`src/rtl/uart_pkg.sv`:
```
// Shared UART definitions: parity modes, TX state encoding, frame sizing.
// Used by uart_tx_cfg and the planned uart_rx_cfg.
package uart_pkg;

    localparam int PAR_NONE = 0;
    localparam int PAR_ODD  = 1;
    localparam int PAR_EVEN = 2;

    typedef enum logic [2:0] {
        ST_IDLE,
        ST_START,
        ST_DATA,
        ST_PARITY,
        ST_STOP
    } tx_state_e;

    function automatic int frame_bits(
        input int data_bits,
        input int parity,
        input int stop_bits
    );
        return 1 + data_bits + ((parity != PAR_NONE) ? 1 : 0) + stop_bits;
    endfunction

endpackage

```
`src/rtl/uart_tx_cfg_if.sv`:
```
// Valid/ready word handshake between a byte source and the UART TX.
interface uart_tx_cfg_if #(
    parameter int DATA_BITS = 8
);

    logic                 tx_valid;
    logic                 tx_ready;
    logic [DATA_BITS-1:0] tx_data;

    modport master (
        output tx_valid,
        output tx_data,
        input  tx_ready
    );

    modport slave (
        input  tx_valid,
        input  tx_data,
        output tx_ready
    );

endinterface

```
`src/rtl/uart_baud_cnt.sv`:
```
// Bit-period counter: runs 0..CLK_DIV-1 while enabled, held at 0 otherwise.
module uart_baud_cnt #(
    parameter int CLK_DIV = 434,
    parameter int CNT_W   = 16
) (
    input  logic clk,
    input  logic rst_n,
    input  logic en,
    output logic tick
);

    localparam logic [CNT_W-1:0] LAST = CNT_W'(CLK_DIV - 1);

    logic [CNT_W-1:0] cnt;

    always_ff @(posedge clk) begin
        if (!rst_n || !en) begin
            cnt <= '0;
        end else if (cnt == LAST) begin
            cnt <= '0;
        end else begin
            cnt <= cnt + CNT_W'(1);
        end
    end

    assign tick = en && (cnt == LAST);

endmodule

```
`src/rtl/uart_tx_cfg.sv`:
```
// Parametrised UART transmitter: one accepted word yields exactly one frame.
module uart_tx_cfg
    import uart_pkg::*;
#(
    parameter int CLK_DIV   = 434,
    parameter int DATA_BITS = 8,
    parameter int PARITY    = 0,
    parameter int STOP_BITS = 1,
    parameter int CNT_W     = 16
) (
    input  logic          clk,
    input  logic          rst_n,
    uart_tx_cfg_if.slave  bus,
    output logic          tx_pin,
    output logic          tx_busy,
    output logic          tx_done
);

    localparam int IW      = $clog2(DATA_BITS);
    localparam bit HAS_PAR = (PARITY != PAR_NONE);

    if (CLK_DIV < 2 || CLK_DIV > 65535 ||
        DATA_BITS < 5 || DATA_BITS > 9 ||
        PARITY < 0 || PARITY > 2 ||
        STOP_BITS < 1 || STOP_BITS > 2 ||
        (64'(1) << CNT_W) <= 64'(CLK_DIV)) begin : g_bad_param
        $error("uart_tx_cfg: illegal parameter value");
    end

    tx_state_e            state_q;
    tx_state_e            state_d;
    logic [DATA_BITS-1:0] shreg;
    logic [IW-1:0]        bit_idx;
    logic                 stop_idx;
    logic                 par_bit;
    logic                 tick;
    logic                 accept;
    logic                 last_bit;
    logic                 last_stop;

    assign accept    = bus.tx_valid && (state_q == ST_IDLE);
    assign last_bit  = (bit_idx == IW'(DATA_BITS - 1));
    assign last_stop = (STOP_BITS == 1) || stop_idx;

    assign bus.tx_ready = (state_q == ST_IDLE);
    assign tx_busy      = (state_q != ST_IDLE);

    uart_baud_cnt #(
        .CLK_DIV (CLK_DIV),
        .CNT_W   (CNT_W)
    ) u_baud (
        .clk   (clk),
        .rst_n (rst_n),
        .en    (tx_busy),
        .tick  (tick)
    );

    always_ff @(posedge clk) begin
        if (!rst_n) begin
            state_q <= ST_IDLE;
        end else begin
            state_q <= state_d;
        end
    end

    always_comb begin
        state_d = state_q;
        tx_pin  = 1'b1;
        tx_done = 1'b0;
        unique case (state_q)
            ST_IDLE: begin
                if (accept) state_d = ST_START;
            end
            ST_START: begin
                tx_pin = 1'b0;
                if (tick) state_d = ST_DATA;
            end
            ST_DATA: begin
                tx_pin = shreg[0];
                if (tick && last_bit) begin
                    state_d = HAS_PAR ? ST_PARITY : ST_STOP;
                end
            end
            ST_PARITY: begin
                tx_pin = par_bit;
                if (tick) state_d = ST_STOP;
            end
            ST_STOP: begin
                if (tick && last_stop) begin
                    tx_done = 1'b1;
                    state_d = ST_IDLE;
                end
            end
            default: state_d = ST_IDLE;
        endcase
    end

    // Parity is fixed at accept time so later tx_data changes cannot leak in.
    always_ff @(posedge clk) begin
        if (!rst_n) begin
            shreg    <= '0;
            bit_idx  <= '0;
            stop_idx <= 1'b0;
            par_bit  <= 1'b0;
        end else begin
            if (accept) begin
                shreg    <= bus.tx_data;
                bit_idx  <= '0;
                stop_idx <= 1'b0;
                par_bit  <= (PARITY == PAR_ODD) ? ~^bus.tx_data
                                                :  ^bus.tx_data;
            end
            if (tick && state_q == ST_DATA) begin
                shreg   <= shreg >> 1;
                bit_idx <= bit_idx + IW'(1);
            end
            if (tick && state_q == ST_STOP) begin
                stop_idx <= ~stop_idx;
            end
        end
    end

endmodule

```
`src/flat_wrapper.sv`:
```
// flat-port wrapper written by rule: the top's interface ports become plain ports
module uart_tx_cfg_flat import uart_pkg::*;
#(
    parameter int CLK_DIV   = 434,
    parameter int DATA_BITS = 8,
    parameter int PARITY    = 0,
    parameter int STOP_BITS = 1,
    parameter int CNT_W     = 16
)
  (clk, rst_n, tx_pin, tx_busy, tx_done, bus_tx_valid, bus_tx_data, bus_tx_ready);
  uart_tx_cfg_if #(.DATA_BITS(DATA_BITS)) bus_i ();
  input  logic clk;
  input  logic rst_n;
  output logic tx_pin;
  output logic tx_busy;
  output logic tx_done;
  input wire logic [$bits(bus_i.tx_valid)-1:0] bus_tx_valid;
  input wire logic [$bits(bus_i.tx_data)-1:0] bus_tx_data;
  output wire logic [$bits(bus_i.tx_ready)-1:0] bus_tx_ready;
  assign bus_i.tx_valid = bus_tx_valid;
  assign bus_i.tx_data = bus_tx_data;
  assign bus_tx_ready = bus_i.tx_ready;
  uart_tx_cfg #(.CLK_DIV(CLK_DIV), .DATA_BITS(DATA_BITS), .PARITY(PARITY), .STOP_BITS(STOP_BITS), .CNT_W(CNT_W)) u_core (.clk(clk), .rst_n(rst_n), .bus(bus_i), .tx_pin(tx_pin), .tx_busy(tx_busy), .tx_done(tx_done));
endmodule
```
`config.mk`:
```
export PLATFORM = sky130hd
export DESIGN_NAME = uart_tx_cfg_flat
export DESIGN_NICKNAME = d
export VERILOG_FILES = /design/src/rtl/uart_pkg.sv /design/src/rtl/uart_tx_cfg_if.sv /design/src/rtl/uart_baud_cnt.sv /design/src/rtl/uart_tx_cfg.sv /design/src/flat_wrapper.sv
export SDC_FILE = /design/constraint.sdc
export NUM_CORES = 1
export LEC_CHECK = 0
export BUFFER_PORTS_ARGS = -buffer_cell sky130_fd_sc_hd__buf_2
export CORE_ASPECT_RATIO = 1.1
export CORE_MARGIN = 4
export CORE_UTILIZATION = 50
export CTS_BUF_LIST = sky130_fd_sc_hd__clkbuf_4 sky130_fd_sc_hd__clkbuf_8 sky130_fd_sc_hd__clkbuf_16
export DETAILED_ROUTE_END_ITERATION = 6
export MAX_ROUTING_LAYER = met4
export PLACE_DENSITY = 0.74
export SKIP_CTS_REPAIR_TIMING = 1
export SLEW_MARGIN = 20
export SYNTH_ARGS = -nofsm -noshare
export SYNTH_HDL_FRONTEND = slang
export SYNTH_HIERARCHICAL = 1
export SYNTH_SLANG_ARGS = --single-unit
export TNS_END_PERCENT = 100
```
`constraint.sdc`:
```
create_clock -name clk -period 2 [get_ports clk]
set_clock_uncertainty 0.15 [all_clocks]
set_input_delay 0.4 -clock clk [delete_from_list [all_inputs] [get_ports clk]]
set_output_delay 0.4 -clock clk [all_outputs]
set_load 0.05 [all_outputs]
```
==> results.sh, run 1 <==
export IMPL_relSlewSlack=0.7273
export IMPL_async_flop_share=0
export IMPL_seqCellArea_sq_um=633.1
export IMPL_place_area_sq_mm=0.001817
export IMPL_ys_types=41
export IMPL_grt_max_degree=17
export IMPL_drt_iter0_drc=40
export IMPL_grt_usage=0.1994
export IMPL_hpwl_mm=2.420
export IMPL_route_antenna_remaining_nets=0
export IMPL_synth_ff_type="dfxtp_1"
export IMPL_area_delta_synth_final_pct=24.66
export IMPL_final_cell_area_sq_mm=0.001973
export IMPL_tightest_slew_ns=0.4053
export IMPL_io_buffers=14
export IMPL_critPathLaunchType="flop"
export IMPL_die_height_um=67.01
export IMPL_syn_cell_area_sq_mm=0.001583
export IMPL_totalWireLength_mm=3.434
export IMPL_maxCapViolCount=0
export IMPL_cts_path_max_buffers=2
export IMPL_postSynthCellCount=167
export IMPL_p_per_area_mw_per_mm2=591.1
export IMPL_wire_per_inst_um=14.37
export IMPL_syn_area_per_cell_sq_um=9.478
export IMPL_initial_core_util=0.5193
export IMPL_clkTransAtPathRegs_ns=0.10
export IMPL_die_x_um=61.65
export IMPL_synth_fa_ha_area_frac=0.03162
export IMPL_crit_required_ns=1.45
export IMPL_core_area_sq_mm=0.003048
export IMPL_n_antenna_cell=0
export IMPL_slew_viol_final=0
export IMPL_antenna_found_initial=0
export IMPL_synth_area_mux_share=0.06324
export IMPL_fin_crit_sh=1.154
export IMPL_fmax_mhz=433.4
export IMPL_fin_ws_ns=-0.3072
export IMPL_cp_max_fo=2
export IMPL_cts_sinks=31
export IMPL_cp_end_kind="output port"
export IMPL_setup_violations_final=12
export IMPL_dr_pass1_iters=4
export IMPL_post_drt_via_cell_ratio=5.473
export IMPL_dp_cells=227
export IMPL_hold_slack_ns=0.2331
export IMPL_grt_overflow=0
export IMPL_insertion_delay_ns=0.33
export IMPL_hp_class="input pin to flop"
export IMPL_synth_edff_count=0
export IMPL_worstSetupPathType="flop to output port"
export IMPL_synth_compound_area_frac=0.07905
export IMPL_min_period_ns=2.307
export IMPL_vias=1308
export IMPL_ys_seq_area_frac=0.3921
export IMPL_synthesis_nets=182
export IMPL_layout_cells_non_filler=239
export IMPL_cts_tree="done"
export IMPL_h_tree_depth=2
export IMPL_rsz0062_at_grt="yes"
export IMPL_cts_buffers=5
export IMPL_grt_pass1_wl_mm=5.906
export IMPL_synth_warnings=6
export IMPL_first_global_vias=1346
export IMPL_die_area_sq_mm=0.004131
export IMPL_fillCellCount=242
export IMPL_leakage_nw=0.7165
export IMPL_globalplace_congestion=0.8508
export IMPL_fin_nets=219
export IMPL_row_count=21
export IMPL_ir_worst_vdd_mv=0.5236
export IMPL_synth_top_family_by_area="simple AND/OR/NAND/NOR gates"
export IMPL_hold_viol=0
export IMPL_yosys_area_share_xor_xnor=0.1162
export IMPL_critPathArrivalTime_ns=1.76
export IMPL_drc=0
export IMPL_yosys_area_share_simple=0.2664
export IMPL_multi_input_area_sq_um=955.9
export IMPL_ys_seq_elements=31
export IMPL_drive_above_1_share=0.3854
export IMPL_io_pins=15
export IMPL_violations="setup timing"
export IMPL_cts_root_buf="clkbuf_4"
export IMPL_status="finished, violations left"
routing by layer:
layer | track usage | wire [um] | up-vias
li1 | - | - | 658
met4 | 0.09284 | 76 | 0
met1 | 0.2244 | 1542 | 620
met2 | 0.3154 | 1688 | 22
met5 | - | 0 | -
met3 | 0.06395 | 126 | 8
cells in the mapped netlist, types with 2 or more instances:
master	number	area, sq um
xor2_1	4	35.03
buf_2	2	10.01
o21a_1	2	15.01
mux2i_1	10	100.1
inv_1	4	15.01
nor3_1	4	20.02
nor4_1	4	25.02
o21ai_0	10	50.05
nor2_1	14	52.55
nand3_2	2	20.02
nand2_1	7	26.28
buf_6	2	22.52
nor3b_1	4	30.03
xnor2_1	17	148.9
nor2_2	4	25.02
dfxtp_1	31	620.6
nand4_1	5	31.28
a21oi_1	9	45.04
nor4b_1	2	17.52
ha_1	4	50.05
a22oi_1	2	15.01
nor2b_1	3	18.77
nand3_1	3	15.01
state kept, by name, indices dropped and copies added, names as in the netlist:
name,cells
u_core/state_q,3
u_core/bit_idx,3
u_core/par_bit,1
u_core/shreg,8
u_core/u_baud/cnt,16
logic make-up (layout without fill, tap and decap cells):
group	Yosys count	count (layout)
XOR/XNOR	21	21
multiplexers	10	10
flip-flops	31	31
adder cells (fa/ha/maj)	4	4
AO/OA/AOI/OAI	23	23
AND/OR/NAND/NOR	65	65
buffers and inverters	13	51
layout by cell type (no fill, tap or decap), types with 3 or more instances in the layout:
cell,count
dfxtp_2,4
a21oi_1,9
o21ai_0,9
nor2_2,4
dfxtp_1,25
nand4_1,5
nand2_1,7
xor2_1,4
nor2_1,13
nor3_1,4
ha_1,3
mux2i_1,10
xnor2_1,17
buf_2,11
inv_1,3
nor4_1,4
clkbuf_4,8
buf_4,24
nand3_1,3
stage by stage:
| step | worst slack [ns] | utilization | TNS (ns) | power [mW] |
|---|---|---|---|---|
| after floorplan | -0.1678 | - | -0.1678 | 0.7587 |
| after global placement | 0.003979 | 0.5961 | 0 | 0.7904 |
| after detailed placement | -0.08547 | 0.5961 | -0.7238 | 0.7965 |
| after CTS | -0.4623 | 0.6149 | -1.499 | 1.168 |
| after global routing | -0.4437 | 0.6474 | -3.450 | 1.234 |
| final | -0.3072 | 0.6474 | -1.873 | 1.166 |
worst max-delay path: stages (launching register included):
cell,delay [ns]
dfxtp_1,0.33
nor4_1,0.32
nand4_1,0.22
nor2_4,0.14
nor4bb_4,0.22
buf_6,0.19
final cells by class:
class,instances,share of cell area
clock buffer,7,0.02663
clock inverter,1,0.002536
inverter,5,0.009512
multi-input combinational,123,0.4845
sequential,31,0.3209
tap,34,0.02156
timing repair buffer,38,0.1344
final timing paths:
path / slack, ns / depth (start not counted) / endpoint / startpoint
worst min-delay path: 0.23 / 3 / u_core/shreg[4] / bus_tx_data[4]
worst min register to register: 0.40 / 2 / u_core/shreg[3] / u_core/shreg[3]
worst max register to register: -0.20 / 7 / u_core/shreg[0] / u_core/u_baud/cnt[11]
worst max-delay path: -0.31 / 5 / tx_done / u_core/u_baud/cnt[11]
where the power goes:
group          total [mW]  switching (mW)  internal, mW  leakage, nW
sequential          0.648          0.0133         0.635        0.255
combinational       0.145          0.0813        0.0639        0.425
clock               0.373           0.209         0.164       0.0361
Power figures use the tool's default switching activity.
==> inputs of run 2 (changes only) <==
--- a/config.mk
+++ b/config.mk
@@ -17,6 +17,5 @@
 export SLEW_MARGIN = 20
 export SYNTH_ARGS = -nofsm -noshare
 export SYNTH_HDL_FRONTEND = slang
-export SYNTH_HIERARCHICAL = 1
 export SYNTH_SLANG_ARGS = --single-unit
 export TNS_END_PERCENT = 100
==> results.sh, run 2 <==
export IMPL_synth_ff_type="dfxtp_1"
export IMPL_ys_types=38
export IMPL_drt_iter0_drc=42
export IMPL_total_power_mw=1.128
export IMPL_route_antenna_remaining_nets=0
export IMPL_status="finished, violations left"
export IMPL_synth_common_cells="dfxtp_1 (31), nor2_1 (19), xnor2_1 (12)"
export IMPL_syn_area_per_cell_sq_um=8.836
export IMPL_wire_per_inst_um=14.39
export IMPL_critPathLaunchType="flop"
export IMPL_cp_end_kind="output port"
export IMPL_fillCellCount=263
export IMPL_h_tree_depth=2
export IMPL_synth_fa_ha_area_frac=0.03200
export IMPL_setup_tns_ns=-0.07975
export IMPL_antenna_found_initial=0
export IMPL_worstSetupPathType="flop to output port"
export IMPL_worst_path_buf_inv=2
export IMPL_core_area_sq_mm=0.003022
export IMPL_synthTopCellsByArea="dfxtp_1 (40%), xnor2_1 (6.7%), nor2_1 (4.6%)"
export IMPL_leakage_nw=0.6678
export IMPL_insertion_delay_ns=0.33
export IMPL_synth_most_common_cell="dfxtp_1"
export IMPL_grt_pass1_wl_mm=5.595
export IMPL_cts_root_buf="clkbuf_4"
export IMPL_clkTransAtPathRegs_ns=0.09
export IMPL_hpwl_mm=2.416
export IMPL_synthesis_nets=192
export IMPL_n_antenna_cell=0
export IMPL_largest_register="u_core.u_baud.cnt"
export IMPL_synth_area_mux_share=0.04480
export IMPL_io_buffers=14
export IMPL_largest_reg_flops=16
export IMPL_dr_pass1_iters=4
export IMPL_hold_slack_ns=0.1961
export IMPL_ys_seq_elements=31
export IMPL_synth_compound_area_frac=0.1208
export IMPL_cts_buffers=5
export IMPL_rsz0062_at_grt="yes"
export IMPL_critPathArrivalTime_ns=1.53
export IMPL_fin_crit_sh=1.040
export IMPL_layout_common_cells="dfxtp_1 (23), nor2_1 (18), buf_4 (13)"
export IMPL_ir_worst_vdd_mv=0.4891
export IMPL_initial_core_util=0.5176
export IMPL_layout_commonest_cell="dfxtp_1"
export IMPL_grt_overflow=0
export IMPL_die_area_sq_mm=0.004088
export IMPL_globalplace_congestion=0.8641
export IMPL_synth_warnings=0
export IMPL_hold_viol=0
export IMPL_critPathTopFamily="simple AND/OR/NAND/NOR gates"
export IMPL_syn_cell_area_sq_mm=0.001564
export IMPL_io_pins=15
export IMPL_cts_tree="done"
export IMPL_violations="setup timing"
export IMPL_maxCapViolCount=0
export IMPL_yosysTopAreaCell="dfxtp_1"
export IMPL_async_flop_share=0
export IMPL_ys_seq_area_frac=0.3968
export IMPL_tightest_slew_ns=0.4361
export IMPL_r2r_start="u_core.u_baud.cnt[1]"
export IMPL_synth_edff_count=0
export IMPL_die_x_um=61.33
export IMPL_slew_viol_final=0
export IMPL_p_per_area_mw_per_mm2=593.9
export IMPL_fin_nets=218
export IMPL_postSynthCellCount=177
export IMPL_vias=1389
export IMPL_synth_top_area_frac=0.3968
export IMPL_crit_path_cell_trace="inv_1, or3_1, nor2_4, buf_8"
export IMPL_hp_start="rst_n"
export IMPL_grt_usage=0.1901
export IMPL_first_global_vias=1336
export IMPL_relSlewSlack=0.7066
export IMPL_yosys_area_share_xor_xnor=0.09520
export IMPL_drc=0
export IMPL_startpoint="u_core.state_q[2]"
export IMPL_cpPeakStageDelay_ns=0.43
export IMPL_cts_sinks=31
export IMPL_critPathSlowestCell="dfxtp_2"
export IMPL_totalWireLength_mm=3.395
export IMPL_hp_class="input pin to flop"
export IMPL_yosys_area_share_simple=0.2704
export IMPL_crit_required_ns=1.45
export IMPL_top_regs="u_core.u_baud.cnt x16, u_core.shreg x8"
export IMPL_drive_above_1_share=0.2921
export IMPL_min_period_ns=2.080
export IMPL_cp_max_fo=6
export IMPL_fin_ws_ns=-0.07975
export IMPL_setup_violations_final=1
export IMPL_post_drt_via_cell_ratio=5.886
export IMPL_grt_max_degree=17
export IMPL_die_height_um=66.66
export IMPL_row_count=21
export IMPL_area_delta_synth_final_pct=21.44
export IMPL_fmax_mhz=480.8
export IMPL_synth_top_family_by_area="simple AND/OR/NAND/NOR gates"
export IMPL_cts_path_max_buffers=2
## run 2: cell count changes after synthesis, sizes merged, moves of 3 or more
cell    previous run  this run
nor3               5        10
xnor2             17        12
a211oi             0         9
nor3b              5         1
mux2i             10         7
nand2              7         4
or3                2         6
## run 2: final timing paths
kind / to / slack, ns / depth (start not counted)
min: u_core.state_q[2] / 0.20 / 2
max: tx_done / -0.08 / 4
min reg2reg: u_core.u_baud.cnt[0] / 0.31 / 1
max reg2reg: u_core.shreg[1] / 0.06 / 9
## run 2: cell type report
| class | count | area, sq um | share of cell area |
|---|---|---|---|
| multi-input cells | 131 | 964.7 | 0.5079 |
| clock buffers | 6 | 45.04 | 0.02372 |
| flip-flops and latches | 31 | 633.1 | 0.3333 |
| inverters | 7 | 30.03 | 0.01581 |
| repair buffers | 27 | 183.9 | 0.09684 |
| well taps | 34 | 42.54 | 0.02240 |
## run 2: cells by family (layout without fill, tap and decap cells)
family          after synthesis  count (layout)
buf+inv                      15              40
simple gates                 72              72
fa+ha+maj                     4               4
flops                        31              31
compound gates               31              31
mux                           7               7
xor+xnor                     17              17
## run 2: report_power, final
part / internal [mW] / switching [mW]
clock: 0.138 / 0.198
combinational: 0.0654 / 0.0797
sequential: 0.634 / 0.0132
total: 0.837 / 0.291
## run 2: stage by stage
| step | util | worst slack (ns) | instance area (sq um) | instances |
|---|---|---|---|---|
| 4_1_cts | 0.5921 | -0.2931 | 1789 | 231 |
| 6_report | 0.6286 | -0.07975 | 1899 | 236 |
| 3_5_place_dp | 0.5772 | 0.07103 | 1744 | 225 |
| 2_1_floorplan | - | -0.01128 | 1630 | 177 |
| 5_1_grt | 0.6286 | -0.2067 | 1899 | 236 |
| 3_3_place_gp | 0.5772 | 0.1360 | 1744 | 225 |
## run 2: layer usage
metal  track usage  part of all wire
met2        0.3360              0.53
met5             -                 0
met4       0.08130             0.024
met3       0.05620             0.041
met1        0.1888              0.40
## run 2: worst register-to-register path, cell delays in order (launching register included)
cell	delay, ns
dfxtp_2	0.34
inv_2	0.06
ha_4	0.12
nor3b_2	0.14
nand4_1	0.21
buf_4	0.21
buf_4	0.14
buf_4	0.17
nor3_1	0.21
a211oi_1	0.08
==> inputs of run 3 (changes only) <==
--- a/config.mk
+++ b/config.mk
@@ -12,7 +12,8 @@
 export CTS_BUF_LIST = sky130_fd_sc_hd__clkbuf_4 sky130_fd_sc_hd__clkbuf_8 sky130_fd_sc_hd__clkbuf_16
 export DETAILED_ROUTE_END_ITERATION = 6
 export MAX_ROUTING_LAYER = met4
-export PLACE_DENSITY = 0.74
+export PLACE_DENSITY = 0.71
+export REMOVE_ABC_BUFFERS = 1
 export SKIP_CTS_REPAIR_TIMING = 1
 export SLEW_MARGIN = 20
 export SYNTH_ARGS = -nofsm -noshare
==> constraint.sdc (replaced) <==
create_clock -name clk -period 2.19 [get_ports clk]
set_clock_uncertainty 0.15 [all_clocks]
set_input_delay 0.438 -clock clk [delete_from_list [all_inputs] [get_ports clk]]
set_output_delay 0.438 -clock clk [all_outputs]
set_load 0.05 [all_outputs]
==> results.sh, run 3 (synthesis results as in run 2) <==
export IMPL_tightest_slew_ns=0.3989
export IMPL_highest_layer="met4"
export IMPL_cp_end_kind="output port"
export IMPL_cts_tree="done"
export IMPL_hold_path_end="u_core.par_bit"
export IMPL_layout_commonest_cell="dfxtp_1"
export IMPL_grt_max_degree=17
export IMPL_r2r_start="u_core.u_baud.cnt[1]"
export IMPL_regToRegSetupSlack_ns=0.26
export IMPL_die_x_um=61.33
export IMPL_wl_met3_um=101
export IMPL_totalWireLength_mm=3.160
export IMPL_hpwl_mm=2.375
export IMPL_area_delta_synth_final_pct=11.36
export IMPL_first_global_vias=1330
export IMPL_antenna_found_initial=0
export IMPL_largest_register="u_core.u_baud.cnt"
export IMPL_post_drt_via_cell_ratio=5.889
export IMPL_dr_pass1_iters=4
export IMPL_fin_ws_ns=0.03040
export IMPL_die_height_um=66.66
export IMPL_critPathLaunchType="flop"
export IMPL_insertion_delay_ns=0.33
export IMPL_leakage_nw=0.6125
export IMPL_min_period_ns=2.160
export IMPL_drc=0
export IMPL_fin_nets=207
export IMPL_hold_viol=0
export IMPL_vias=1331
export IMPL_cts_path_max_buffers=2
export IMPL_initial_core_util=0.5176
export IMPL_relSlewSlack=0.7338
export IMPL_layout_common_cells="dfxtp_1 (29), nor2_1 (18), buf_2 (13)"
export IMPL_cts_sinks=31
export IMPL_largest_reg_flops=16
export IMPL_fin_crit_sh=0.9861
export IMPL_hp_start="rst_n"
export IMPL_rsz0062_at_grt="yes"
export IMPL_io_buffers=14
export IMPL_clkTransAtPathRegs_ns=0.11
export IMPL_hp_class="input pin to flop"
export IMPL_top_regs="u_core.u_baud.cnt x16, u_core.shreg x8"
export IMPL_wirelength_met1_mm=1.481
export IMPL_h_tree_depth=2
export IMPL_io_pins=15
export IMPL_pre_cts_slack_ns=0.1125
export IMPL_met2WireLength_mm=1.512
export IMPL_cp_max_fo=6
export IMPL_route_antenna_remaining_nets=0
export IMPL_drt_iter0_drc=55
export IMPL_cts_root_buf="clkbuf_4"
export IMPL_p_per_area_mw_per_mm2=601.0
export IMPL_worstSetupPathType="flop to output port"
export IMPL_drive_above_1_share=0.1771
export IMPL_row_count=21
export IMPL_fmax_mhz=463.0
export IMPL_grt_pass1_wl_mm=5.692
export IMPL_wire_per_inst_um=13.98
export IMPL_globalplace_congestion=0.8544
export IMPL_worstHoldPathCells=3
export IMPL_critPathArrivalTime_ns=1.57
export IMPL_die_area_sq_mm=0.004088
export IMPL_core_area_sq_mm=0.003022
export IMPL_status="finished clean"
export IMPL_grt_overflow=0
export IMPL_ir_worst_vdd_mv=0.4968
export IMPL_grt_usage=0.1906
export IMPL_maxCapViolCount=0
export IMPL_slew_viol_final=0
export IMPL_r2r_end="u_core.shreg[5]"
export IMPL_hold_slack_ns=0.2455
export IMPL_r2r_cells=7
export IMPL_setup_violations_final=0
export IMPL_n_antenna_cell=0
export IMPL_cts_buffers=5
export IMPL_crit_required_ns=1.60
run 3: through the flow:
step	area (sq um)	utilization	TNS [ns]	instances	power, mW
3_3_place_gp	1655	0.5478	0	219	0.7165
3_5_place_dp	1655	0.5478	0	219	0.7208
5_1_grt	1742	0.5764	-0.06802	226	1.093
4_1_cts	1712	0.5665	-0.1182	226	1.053
6_report	1742	0.5764	0	226	1.047
2_1_floorplan	1528	-	-14.32	169	0.6860
run 3: final cells by class:
type,count,area (sq um)
Clock buffer,6,51.30
Clock inverter,1,5.005
Fill cell,279,1280
Inverter,7,26.28
Multi-Input combinational cell,131,902.1
Sequential cell,31,623.1
Tap cell,34,42.54
Timing Repair Buffer,16,91.34
run 3: critical path, cell delays in order (launching register included):
cell	delay [ns]
dfxtp_1	0.47
inv_1	0.09
or3_1	0.40
nor2_2	0.12
buf_6	0.17
run 3: power breakdown:
group | leakage [nW] | switching (mW) | internal [mW]
logic | 0.326 | 0.0663 | 0.0502
clock network | 0.0341 | 0.190 | 0.149
registers | 0.253 | 0.0127 | 0.579
total | 0.612 | 0.269 | 0.778
run 3: worst max-delay path by stage:
stage	startpoint	to	slack, ns
2_1_floorplan	u_core.state_q[0]	u_core.u_baud.cnt[10]	-0.85
3_3_place_gp	u_core.u_baud.cnt[1]	u_core.u_baud.cnt[14]	0.23
3_5_place_dp	u_core.u_baud.cnt[1]	u_core.u_baud.cnt[13]	0.11
4_1_cts	u_core.u_baud.cnt[0]	tx_done	-0.12
5_1_grt	u_core.state_q[2]	tx_done	-0.07
6_report	u_core.state_q[2]	tx_done	0.03
run 3: per-layer routing:
| layer | track usage | up-vias |
|---|---|---|
| li1 | - | 665 |
| met4 | 0.08401 | 0 |
| met2 | 0.2857 | 17 |
| met1 | 0.2411 | 640 |
| met3 | 0.04457 | 9 |
| met5 | - | - |
